### src/rtl/fetch_pkg.sv
// Shared fetch-stage definitions: FSM state encoding, HALT opcode and the
// opcode-field position that the decoder also uses.
package fetch_pkg;

  typedef enum logic [2:0] {
    BOOT,
    REQ,
    WAIT,
    DRAIN,
    HOLD,
    HALTED
  } fetchState_t;

  localparam logic [10:0] HALT_OPCODE = 11'b11111111111;
  localparam int unsigned PC_STEP     = 4;
  localparam int unsigned OPCODE_MSB  = 31;
  localparam int unsigned OPCODE_LSB  = 21;

  // True when the instruction word carries the HALT opcode.
  function automatic logic isHaltInstr(input logic [31:0] instr);
    return instr[OPCODE_MSB:OPCODE_LSB] == HALT_OPCODE;
  endfunction

endpackage

### src/rtl/instruction_fetch.sv
// LEGv8 fetch stage: owns the PC, issues one outstanding instruction-memory
// read at a time and hands each word to decode over a valid/ready handshake.
// Branch redirects from execute restart fetch; decode accepting HALT stops it
// until reset.
// Optional build macro FETCH_PERF_EN adds a saturating accepted-instruction
// counter output fetch_count.
module instruction_fetch
  import fetch_pkg::*;
#(
  parameter int                  PC_WIDTH    = 64,
  parameter logic [PC_WIDTH-1:0] RESET_PC    = '0,
  parameter int                  INSTR_WIDTH = 32
) (
  input  logic                   clk,
  input  logic                   reset,
  output logic                   imem_req_valid,
  input  logic                   imem_req_ready,
  output logic [PC_WIDTH-1:0]    imem_addr,
  input  logic                   imem_rsp_valid,
  input  logic [INSTR_WIDTH-1:0] imem_rsp_data,
  output logic                   if_valid,
  input  logic                   if_ready,
  output logic [INSTR_WIDTH-1:0] if_instr,
  output logic [PC_WIDTH-1:0]    if_pc,
  input  logic                   redirect_valid,
  input  logic [PC_WIDTH-1:0]    redirect_pc,
  output logic                   halted
`ifdef FETCH_PERF_EN
  ,
  output logic [31:0]            fetch_count
`endif
);

  fetchState_t         state;
  fetchState_t         stateNext;
  logic [PC_WIDTH-1:0] pc;
  logic [PC_WIDTH-1:0] pcNext;
  logic                reqValidNext;
  logic                ifValidNext;
  logic                haltedNext;
  logic                loadInstr;
  logic                decodeAccept;
  logic                heldIsHalt;

  // A held instruction is taken by decode only when no redirect squashes it.
  assign decodeAccept = (state == HOLD) && if_ready && !redirect_valid;
  assign heldIsHalt   = isHaltInstr(if_instr[31:0]);

  // Next-state, next-PC and next-output decode for the fetch FSM.
  always_comb begin
    stateNext    = state;
    pcNext       = pc;
    reqValidNext = 1'b0;
    ifValidNext  = if_valid;
    haltedNext   = halted;
    loadInstr    = 1'b0;
    case (state)
      BOOT: begin
        stateNext    = REQ;
        reqValidNext = 1'b1;
      end
      REQ: begin
        if (redirect_valid) begin
          // Withdraw the request for a cycle and reissue at the new target.
          pcNext = redirect_pc;
        end else if (imem_req_valid && imem_req_ready) begin
          stateNext = WAIT;
        end else begin
          reqValidNext = 1'b1;
        end
      end
      WAIT: begin
        if (redirect_valid) begin
          pcNext = redirect_pc;
          if (imem_rsp_valid) begin
            stateNext    = REQ;
            reqValidNext = 1'b1;
          end else begin
            stateNext = DRAIN;
          end
        end else if (imem_rsp_valid) begin
          loadInstr   = 1'b1;
          ifValidNext = 1'b1;
          stateNext   = HOLD;
        end
      end
      DRAIN: begin
        // Stale response still in flight; the latest redirect target wins.
        if (redirect_valid) begin
          pcNext = redirect_pc;
        end
        if (imem_rsp_valid) begin
          stateNext    = REQ;
          reqValidNext = 1'b1;
        end
      end
      HOLD: begin
        if (redirect_valid) begin
          pcNext       = redirect_pc;
          ifValidNext  = 1'b0;
          stateNext    = REQ;
          reqValidNext = 1'b1;
        end else if (if_ready) begin
          pcNext      = if_pc + PC_WIDTH'(PC_STEP);
          ifValidNext = 1'b0;
          if (heldIsHalt) begin
            stateNext  = HALTED;
            haltedNext = 1'b1;
          end else begin
            stateNext    = REQ;
            reqValidNext = 1'b1;
          end
        end
      end
      HALTED: begin
        ifValidNext = 1'b0;
        haltedNext  = 1'b1;
      end
      default: begin
        stateNext = BOOT;
      end
    endcase
  end

  // State, PC and registered outputs; reset clears everything at once.
  always_ff @(posedge clk or posedge reset) begin
    if (reset) begin
      state          <= BOOT;
      pc             <= RESET_PC;
      imem_req_valid <= 1'b0;
      imem_addr      <= RESET_PC;
      if_valid       <= 1'b0;
      if_instr       <= '0;
      if_pc          <= '0;
      halted         <= 1'b0;
    end else begin
      state          <= stateNext;
      pc             <= pcNext;
      imem_req_valid <= reqValidNext;
      imem_addr      <= pcNext;
      if_valid       <= ifValidNext;
      halted         <= haltedNext;
      if (loadInstr) begin
        if_instr <= imem_rsp_data;
        if_pc    <= pc;
      end
    end
  end

`ifdef FETCH_PERF_EN
  // Saturating increment so the counter sticks at all-ones.
  function automatic logic [31:0] satInc(input logic [31:0] value);
    return (value == 32'hFFFF_FFFF) ? value : value + 32'd1;
  endfunction

  // Count instructions accepted by decode; naturally frozen once halted.
  always_ff @(posedge clk or posedge reset) begin
    if (reset) begin
      fetch_count <= '0;
    end else if (decodeAccept) begin
      fetch_count <= satInc(fetch_count);
    end
  end
`else
  logic unusedAccept;
  assign unusedAccept = decodeAccept;
`endif

endmodule

### config.mk
export PLATFORM = sky130hd
export DESIGN_NAME = instruction_fetch
export DESIGN_NICKNAME = d
export VERILOG_FILES = /design/src/rtl/fetch_pkg.sv /design/src/rtl/instruction_fetch.sv
export SDC_FILE = /design/constraint.sdc
export NUM_CORES = 1
export LEC_CHECK = 0
export ABC_AREA = 0
export CAP_MARGIN = 15
export CORE_UTILIZATION = 47
export DETAILED_ROUTE_END_ITERATION = 12
export PLACE_DENSITY_LB_ADDON = 0.08
export SLEW_MARGIN = 5
export SYNTH_ARGS = -nofsm -noshare
export SYNTH_HDL_FRONTEND = slang
export SYNTH_SLANG_ARGS = --single-unit
export TNS_END_PERCENT = 1
### constraint.sdc
create_clock -name clk -period 7.1 [get_ports clk]
set_input_delay 1.065 -clock clk [delete_from_list [all_inputs] [get_ports clk]]
set_output_delay 1.065 -clock clk [all_outputs]
set_load 0.03 [all_outputs]
==> flow_metrics.py, run 1 <==
metrics = {
    "status": {
        "outcome": "finished, final reports clean",
    },
    "final_layout": {
        "final_cell_mix": "nand2_1, clkdlybuf4s50_1, dfrtp_1",
        "areaGrowthSynthToFinish_pct": 41.0,
        "nFillCells": 1411,
        "final_cell_area_um2": 11500,
        "drive_above_1_share_pct": 4.52,
        "stdcell_count": 1437,
        "layout_commonest_cell": "nand2_1",
        "fin_nets": 1310,
        "n_antenna_cell": 0,
    },
    "floorplan": {
        "fp.dieH_um": 134,
        "pin_count": 265,
        "die_x_um": 134,
        "rows": 47,
        "core_um2": 16800,
        "die_area_um2": 17900,
        "start_util_pct": 48.6,
    },
    "grt": {
        "antenna_found_initial": 0,
        "grtUsageTotal_pct": 28.6,
        "grt_pass1_vias": 7539,
        "overflow": 0,
        "grt_first_pass_wirelength_um": 39800,
        "grt_max_degree": 108,
    },
    "critical_path": {
        "reg2reg_to": "pc[62]$_DFFE_PP0P_",
        "r2r_start": "if_pc[18]$_DFFE_PP0P_",
        "reg2reg_depth": 6,
        "cp-end-kind": "flip-flop",
        "critPathArrivalTime_ns": 3.59,
        "crit_path_max_fanout": 42,
        "cp.required_ns": 7.40,
        "regToRegSetupSlack_ns": 4.20,
        "critPathLaunchType": "input port",
        "critical_path_class": "input port to flip-flop",
    },
    "worst_hold_path": {
        "worst_hold_path.endpoint": "if_instr[18]$_DFFE_PP0P_",
        "hp-start": "if_instr[18]$_DFFE_PP0P_",
        "hold_path_class": "flip-flop to flip-flop",
        "hold_depth": 2,
    },
    "yosys": {
        "yosysUniqueCellTypes": 54,
        "syn-instance-count": 978,
        "syn_area_per_cell_um2": 8.33,
        "yosysWarningCount": 0,
        "synth_edf_count": 0,
        "ys_top_cells_by_area": "dfrtp_1, nand2_1, o21ai_0",
        "yosys.area.top_type_share_pct": 51.0,
        "synth_area_um2": 8150,
        "ys_ff_latch": 166,
        "yosysTopAreaCell": "dfrtp_1",
        "syn-num-nets": 1081,
        "synthFlopType": "dfrtp_1",
        "seq_area_frac_synth_pct": 51.0,
        "async_flop_share_pct": 100,
    },
    "clock_network": {
        "cts_hold_buf": 0,
        "htree_levels": 4,
        "clock_path_buffers": 2,
        "cts_setup_buffers": 0,
        "clkTransAtPathRegs_ns": 0.06,
        "cts_sinks": 166,
        "cts_resized": 0,
        "cts_buffers": 17,
        "root_buffer": "clkbuf_16",
        "cts_tree": "built",
        "clk_latency_ns": 0.42,
    },
    "detailed_routing": {
        "drc": 0,
        "wl_per_cell_um": 17.3,
        "drt-pass1-iter-count": 5,
        "vias": 7837,
        "vias_per_cell": 5.45,
        "ant_nets": 0,
        "drt_iter0_markers": 541,
        "wl_um": 24900,
    },
    "sta": {
        "fmax_mhz": 304,
        "worst_pin_slew_ns": 1.05,
        "drv_slew": 0,
        "report.final.setup_viol": 0,
        "period_share_pct": 46.4,
        "period_minus_slack_ns": 3.29,
        "rsz0062_at_grt": "no",
        "fin_skew_ns": 0.00942,
        "maxSlewHeadroom_pct": 29.3,
        "finalSetupTns_ns": 0,
        "hold_violations": 0,
    },
    "pwr": {
        "cellLeakagePower_nw": 4.95,
        "fin_total_pwr_mw": 5.47,
        "power_density_nw_per_um2": 476,
        "max-vdd-ir-drop_mv": 0.245,
    },
    "placement": {
        "placed_area_um2": 10900,
        "portBuffers": 264,
        "dp_hpwl_um": 16500,
        "dp.cells": 1408,
        "gp_congestion": 0.836,
    },
    "flow_run": {
        "drv_cap": 0,
    },
}
==> critical path, stage by stage <==
cell and delay (ns):
clkdlybuf4s50_1 0.57, o21ai_0 0.40, mux2_2 0.69, buf_4 0.52, nor3_1 0.09, mux2i_1 0.14, nand3_1 0.09
==> Yosys cell counts (all sizes together) (4+ instances only) <==
cell type  number
a21o            6
nand2         336
nor3           21
buf            11
nor4           10
nand4          27
nand3          44
clkbuf         50
dfrtp         166
xor2           16
o211ai          4
a31oi          11
xnor2          33
o22ai          17
inv            13
a21oi          36
mux2i           4
o21ai          70
and4            4
and3           17
nor2           53
==> power breakdown <==
group | switching (mW) | internal (mW)
combinational | 1.55 | 1.09
sequential | 0.516 | 1.38
clock | 0.369 | 0.565
total | 2.43 | 3.03
==> cell families after synthesis <==
family                   share of synthesized area [%]
AND/OR/NAND/NOR                                   28.4
flip-flops                                        51.0
AO/OA/AOI/OAI                                     10.8
buffers and inverters                             3.76
XOR/XNOR                                          5.27
multiplexers                                     0.630
adder cells (fa/ha/maj)                          0.154
==> per-layer routing <==
metal	track usage, %	vias up	wire length [um]
li1	-	3751	-
met1	37.5	3750	10800
met2	45.7	304	11600
met3	7.38	32	1960
met4	10.2	0	482
met5	0	-	0
==> through the flow <==
step / hold slack [ns] / util, % / setup WS, ns
global route: 0.500 / 68.6 / 3.58
floorplan: 0.490 / - / 1.54
detailed placement: 0.464 / 65.1 / 3.38
global placement: 0.457 / 65.1 / 3.43
finish: 0.473 / 68.6 / 3.81
CTS: 0.477 / 68.6 / 3.82
==> worst max-delay path by stage <==
| stage | from | endpoint | cells after the start |
|---|---|---|---|
| after floorplan | reset | halted$_DFFE_PP0P_ | 1 |
| after global placement | redirect_valid | pc[33]$_DFFE_PP0P_ | 7 |
| after detailed placement | redirect_valid | pc[33]$_DFFE_PP0P_ | 7 |
| after CTS | redirect_valid | pc[33]$_DFFE_PP0P_ | 7 |
| after global routing | redirect_valid | pc[33]$_DFFE_PP0P_ | 7 |
| final | redirect_valid | pc[33]$_DFFE_PP0P_ | 7 |
==> layout make-up <==
cell class | count | area, um2 | share of cell area [%]
inverter | 13 | 53.8 | 0.468
timing repair buffer | 271 | 2700 | 23.5
tap | 220 | 275 | 2.40
clock inverter | 9 | 129 | 1.12
clock buffer | 20 | 457 | 3.97
multi-input combinational | 738 | 3730 | 32.4
sequential | 166 | 4150 | 36.2
==> sequential cells by signal (all words and copies together), names as in the netlist <==
name            count
pc                 64
if_pc              64
imem_req_valid      1
state               3
if_instr           32
if_valid            1
halted              1
Power figures use the tool's default switching activity.
==> run 2, diff against run 1 <==
clock period = 3.14 ns   (was 7.1 ns; I/O delays follow)
==> run 2 against run 1 <==
Compared with the run above:
- setup slack got worse by 3.3 ns
- worst hold slack better by 0.0092 ns
- via count is 2.1% higher
==> flow_metrics.py, run 2 (synthesis results as in run 1) <==
metrics = {
    "clock_network": {
        "cts_sinks": 166,
        "cts_hold_buf": 0,
        "cts_setup_buffers": 0,
        "clkTransAtPathRegs_ns": 0.07,
        "cts_tree": "built",
        "root_buffer": "clkbuf_16",
        "htree_levels": 4,
        "clk_latency_ns": 0.43,
        "cts_buffers": 17,
        "clock_path_buffers": 2,
        "cts_resized": 0,
    },
    "detailed_routing": {
        "drt_iter0_markers": 757,
        "vias_per_cell": 5.51,
        "ant_nets": 0,
        "drt-pass1-iter-count": 6,
        "wl_per_cell_um": 17.4,
        "vias": 7999,
        "drc": 0,
        "wl_um": 25300,
    },
    "sta": {
        "fmax_mhz": 381,
        "hold_violations": 0,
        "rsz0062_at_grt": "no",
        "finalSetupTns_ns": 0,
        "drv_slew": 0,
        "worst_pin_slew_ns": 0.605,
        "report.final.setup_viol": 0,
        "period_minus_slack_ns": 2.62,
        "fin_skew_ns": 0.0114,
        "maxSlewHeadroom_pct": 59.3,
        "period_share_pct": 83.5,
    },
    "pwr": {
        "cellLeakagePower_nw": 5.01,
        "p_int_mw": 6.72,
        "combPwrFrac_pct": 49.4,
        "max-vdd-ir-drop_mv": 0.547,
        "power_frac_seq_pct": 34.8,
        "power_density_nw_per_um2": 1060,
        "sw_frac_of_total_pct": 45.4,
        "netSwitchingPower_mw": 5.59,
        "fin_total_pwr_mw": 12.3,
        "p_clk_share_pct": 15.8,
    },
    "final_layout": {
        "drive_above_1_share_pct": 5.76,
        "areaGrowthSynthToFinish_pct": 42.8,
        "n_antenna_cell": 0,
        "stdcell_count": 1453,
        "layout_commonest_cell": "nand2_1",
        "fin_nets": 1323,
        "top_regs": "if_pc x64, pc x64, if_instr x32",
        "final_cell_mix": "nand2_1, clkdlybuf4s50_1, dfrtp_1",
        "nFillCells": 1352,
    },
    "floorplan": {
        "core_um2": 16800,
        "fp.dieH_um": 134,
        "pin_count": 265,
        "die_x_um": 134,
        "start_util_pct": 48.6,
        "die_area_um2": 17900,
        "rows": 47,
    },
    "status": {
        "outcome": "finished, final reports clean",
    },
    "worst_hold_path": {
        "hold_path_class": "flip-flop to flip-flop",
    },
    "grt": {
        "grtUsageTotal_pct": 29.3,
        "antenna_found_initial": 0,
        "grt_pass1_vias": 7817,
        "overflow": 0,
        "grt_first_pass_wirelength_um": 41400,
        "grt_max_degree": 92,
    },
    "placement": {
        "portBuffers": 264,
        "dp.cells": 1421,
        "dp_hpwl_um": 17300,
        "gp_congestion": 0.859,
    },
    "critical_path": {
        "cp-end-kind": "flip-flop",
        "critPathArrivalTime_ns": 2.98,
        "slowest_delay_ns": 0.62,
        "critical_path_class": "flip-flop to flip-flop",
        "cp.required_ns": 3.50,
        "crit_path_max_fanout": 7,
        "crit_slowest_cell": "nor4_2",
        "cp_cell_sequence": "nand4_1 > nor4_2 > nand3_1 > or4_1 > a31oi_1 > a21o_1",
        "critPathLaunchType": "flip-flop",
    },
    "flow_run": {
        "drv_cap": 0,
    },
}
## run 2: cell types whose count changed in the layout (fill, tap and decap cells not counted)
cell	change
inv_6	-1
clkinvlp_4	+5
bufinv_16	-3
buf_4	+6
clkinv_4	+1
buf_12	+7
clkbuf_8	+1
## run 2: through the flow
| stage | util, % | hold WS [ns] | setup WS [ns] | instance area [um2] |
|---|---|---|---|---|
| 2_1_floorplan | - | 0.490 | 0.556 | 8150 |
| 3_3_place_gp | 66.2 | 0.458 | 0.624 | 11100 |
| 3_5_place_dp | 66.2 | 0.462 | 0.585 | 11100 |
| 4_1_cts | 69.4 | 0.483 | 0.566 | 11600 |
| 5_1_grt | 69.4 | 0.512 | 0.410 | 11600 |
| 6_report | 69.4 | 0.482 | 0.517 | 11600 |
## run 2: final cells by class
cell class                 count  area (um2)  share of cell area [%]
sequential                   166        4150                    35.7
inverter                      13        52.6                   0.452
clock buffer                  21         470                    4.04
timing repair buffer         284        2880                    24.8
tap                          220         275                    2.37
multi-input combinational    738        3730                    32.0
clock inverter                11        77.6                   0.667
## run 2: path summary, 6_finish.rpt
path	start	end	slack (ns)	cells after the start
setup / recovery	if_pc[25]$_DFFE_PP0P_	pc[55]$_DFFE_PP0P_	0.52	6
hold / removal	if_instr[17]$_DFFE_PP0P_	if_instr[17]$_DFFE_PP0P_	0.48	2
setup reg to reg	if_pc[25]$_DFFE_PP0P_	pc[55]$_DFFE_PP0P_	0.52	6
hold reg to reg	if_instr[17]$_DFFE_PP0P_	if_instr[17]$_DFFE_PP0P_	0.48	2
max in group asynchronous	reset	if_pc[59]$_DFFE_PP0P_	2.16	3
min in group asynchronous	reset	pc[11]$_DFFE_PP0P_	0.54	3
## run 2: power by group through the flow
stage | registers [mW] | clock network, mW | logic, mW
CTS | 4.26 | 1.97 | 6.13
global placement | 4.27 | 0 | 6.01
floorplan | 5.89 | 0 | 1.68
detailed placement | 4.28 | 0 | 6.10
global route | 4.44 | 2.07 | 6.49
finish | 4.29 | 1.94 | 6.08
## run 2: metal layers
layer	GRT usage [%]	vias to the layer above	share of wire, %	wire length, um
li1	-	3780	-	-
met5	0	-	0	0
met1	40.3	3843	43	10900
met3	6.47	38	7.7	1950
met4	10.4	0	2.1	539
met2	45.7	338	47	12000
## run 2: critical path, delay by kind of cell, from the launching register on
family / cells / cell delay [ns]
AND/OR/NAND/NOR: 4 / 1.81
flip-flops: 1 / 0.48
AO/OA/AOI/OAI: 2 / 0.27
==> run 3, diff against run 2 <==
CORE_UTILIZATION = 42   (was 47)
clock period = 2.2 ns   (was 3.14 ns; I/O delays follow)
==> run 3 against run 2 <==
Compared with the run above:
- sequential cell count stayed put
- first-iteration DRC count is 33% lower
- cell area is 6.3% higher
- fmax is 23% higher
- non-clock buffer count is 72 higher
- register-to-register slack worse by 0.46 ns
- critical path depth stayed put
- via count is 2.7% higher
- final cell count is 7.6% higher
- sequential power is 32% higher
- clock skew is 0.0024 ns lower
==> flow_metrics.py, run 3 (synthesis results as in run 1) <==
metrics = {
    "clock_network": {
        "cts_tree": "built",
        "htree_levels": 4,
        "cts_setup_buffers": 0,
        "cts_buffers": 17,
        "cts_sinks": 166,
        "root_buffer": "clkbuf_16",
        "clk_latency_ns": 0.44,
        "clkTransAtPathRegs_ns": 0.07,
        "clock_path_buffers": 2,
    },
    "detailed_routing": {
        "wl_um": 26800,
        "vias": 8213,
        "drt_iter0_markers": 507,
        "ant_nets": 0,
        "drc": 0,
        "drt-pass1-iter-count": 5,
        "vias_per_cell": 5.25,
        "wl_per_cell_um": 17.2,
    },
    "placement": {
        "portBuffers": 264,
        "gp_congestion": 0.868,
        "dp.cells": 1533,
        "dp_slack_ns": 0.0309,
        "placed_area_um2": 11800,
        "dp_hpwl_um": 18800,
    },
    "final_layout": {
        "areaGrowthSynthToFinish_pct": 51.8,
        "final_cell_area_um2": 12400,
        "fin_nets": 1395,
        "final_cell_mix": "nand2_1, clkdlybuf4s50_1, dfrtp_1",
        "n_antenna_cell": 0,
        "nFillCells": 1546,
        "layout_commonest_cell": "nand2_1",
        "top_regs": "if_pc x64, pc x64, if_instr x32",
        "stdcell_count": 1564,
        "drive_above_1_share_pct": 11.3,
    },
    "sta": {
        "rsz0062_at_grt": "yes",
        "layout_setup_ws_ns": 0.0623,
        "period_share_pct": 97.2,
        "drv_slew": 0,
        "report.final.setup_viol": 0,
        "maxSlewHeadroom_pct": 57.7,
        "period_minus_slack_ns": 2.14,
        "fin_skew_ns": 0.00894,
        "worst_pin_slew_ns": 0.632,
        "fmax_mhz": 468,
        "hold_violations": 0,
    },
    "floorplan": {
        "die_x_um": 141,
        "rows": 50,
        "pin_count": 265,
        "fp.dieH_um": 141,
        "die_area_um2": 20000,
        "core_um2": 18800,
        "start_util_pct": 43.3,
    },
    "grt": {
        "grt_first_pass_wirelength_um": 42600,
        "grtUsageTotal_pct": 27.5,
        "antenna_found_initial": 0,
        "grt_max_degree": 49,
        "grt_pass1_vias": 7954,
        "overflow": 0,
    },
    "worst_hold_path": {
        "hold_path_class": "input port to asynchronous set/reset pin",
    },
    "critical_path": {
        "cp-end-kind": "flip-flop",
        "critPathLaunchType": "flip-flop",
        "critPathArrivalTime_ns": 2.50,
        "crit_path_max_fanout": 3,
        "cp.required_ns": 2.56,
        "critical_path_class": "flip-flop to flip-flop",
    },
    "pwr": {
        "max-vdd-ir-drop_mv": 0.864,
        "power_density_nw_per_um2": 1490,
        "cellLeakagePower_nw": 5.42,
    },
    "status": {
        "outcome": "finished, final reports clean",
    },
    "flow_run": {
        "drv_cap": 0,
    },
}
==> run 3: cell types whose count changed in the layout (fill, tap and decap cells not counted), sizes merged <==
cell and delta:
buf +72, bufinv +1, clkbuf -2, clkinv -3, inv +3
==> run 3: worst paths after layout <==
path	from	to	slack [ns]	cells past startpoint
max in group asynchronous	reset	if_pc[46]$_DFFE_PP0P_	1.27	3
worst max register to register	if_pc[31]$_DFFE_PP0P_	pc[62]$_DFFE_PP0P_	0.06	6
worst max-delay path	if_pc[31]$_DFFE_PP0P_	pc[62]$_DFFE_PP0P_	0.06	6
min in group clk	imem_rsp_data[14]	if_instr[14]$_DFFE_PP0P_	0.41	3
worst min register to register	if_instr[19]$_DFFE_PP0P_	if_instr[19]$_DFFE_PP0P_	0.48	2
worst min-delay path	reset	if_pc[13]$_DFFE_PP0P_	0.33	2
==> run 3: timing repair <==
item / in CTS / in global routing
endpoints found under the setup margin: 1 / 10
hold buffers: 0 / 0
pin swaps: 1 / 0
resized for setup: 0 / 7
hold endpoints to repair: 0 / 0
==> run 3: critical path, cell delays in order, from the launching register on <==
cell and delay (ns):
dfrtp_1 0.35, nand4_1 0.14, or4_4 0.59, nor4_4 0.29, nand3_2 0.12, or4_1 0.48
nand3_1 0.10
==> run 3: power by group <==
group / total (mW) / internal (mW) / switching, mW
Sequential: 5.65 / 4.46 / 1.19
Clock: 2.93 / 1.60 / 1.33
Combinational: 9.81 / 4.11 / 5.70
==> run 3: cell type report <==
class | count | area (um2) | share of cell area [%]
multi-input cells | 738 | 3760 | 30.4
inverters | 13 | 52.6 | 0.425
well taps | 260 | 325 | 2.63
flip-flops and latches | 166 | 4150 | 33.6
clock buffers | 19 | 443 | 3.58
clock inverters | 12 | 121 | 0.981
repair buffers | 356 | 3510 | 28.4
==> run 3: routing by layer <==
layer  vias to the layer above  wire length [um]  global-route usage [%]  part of all wire, %
met5                         -                 0                       0                    0
met4                         0               421                    7.32                  1.6
met3                        30              2090                    6.99                  7.8
met2                       319             12200                    42.3                   46
met1                      3932             12100                    38.6                   45
li1                       3932                 -                       -                    -
==> run 3: through the flow <==
stage	power [mW]	TNS (ns)	hold slack (ns)	util, %
after floorplan	10.8	-40.88	0.435	-
after global placement	15.3	0	0.456	62.5
after detailed placement	15.5	0	0.462	62.5
after CTS	18.4	0	0.326	65.5
after global routing	19.4	-0.0858	0.352	65.7
final	18.4	0	0.333	65.7
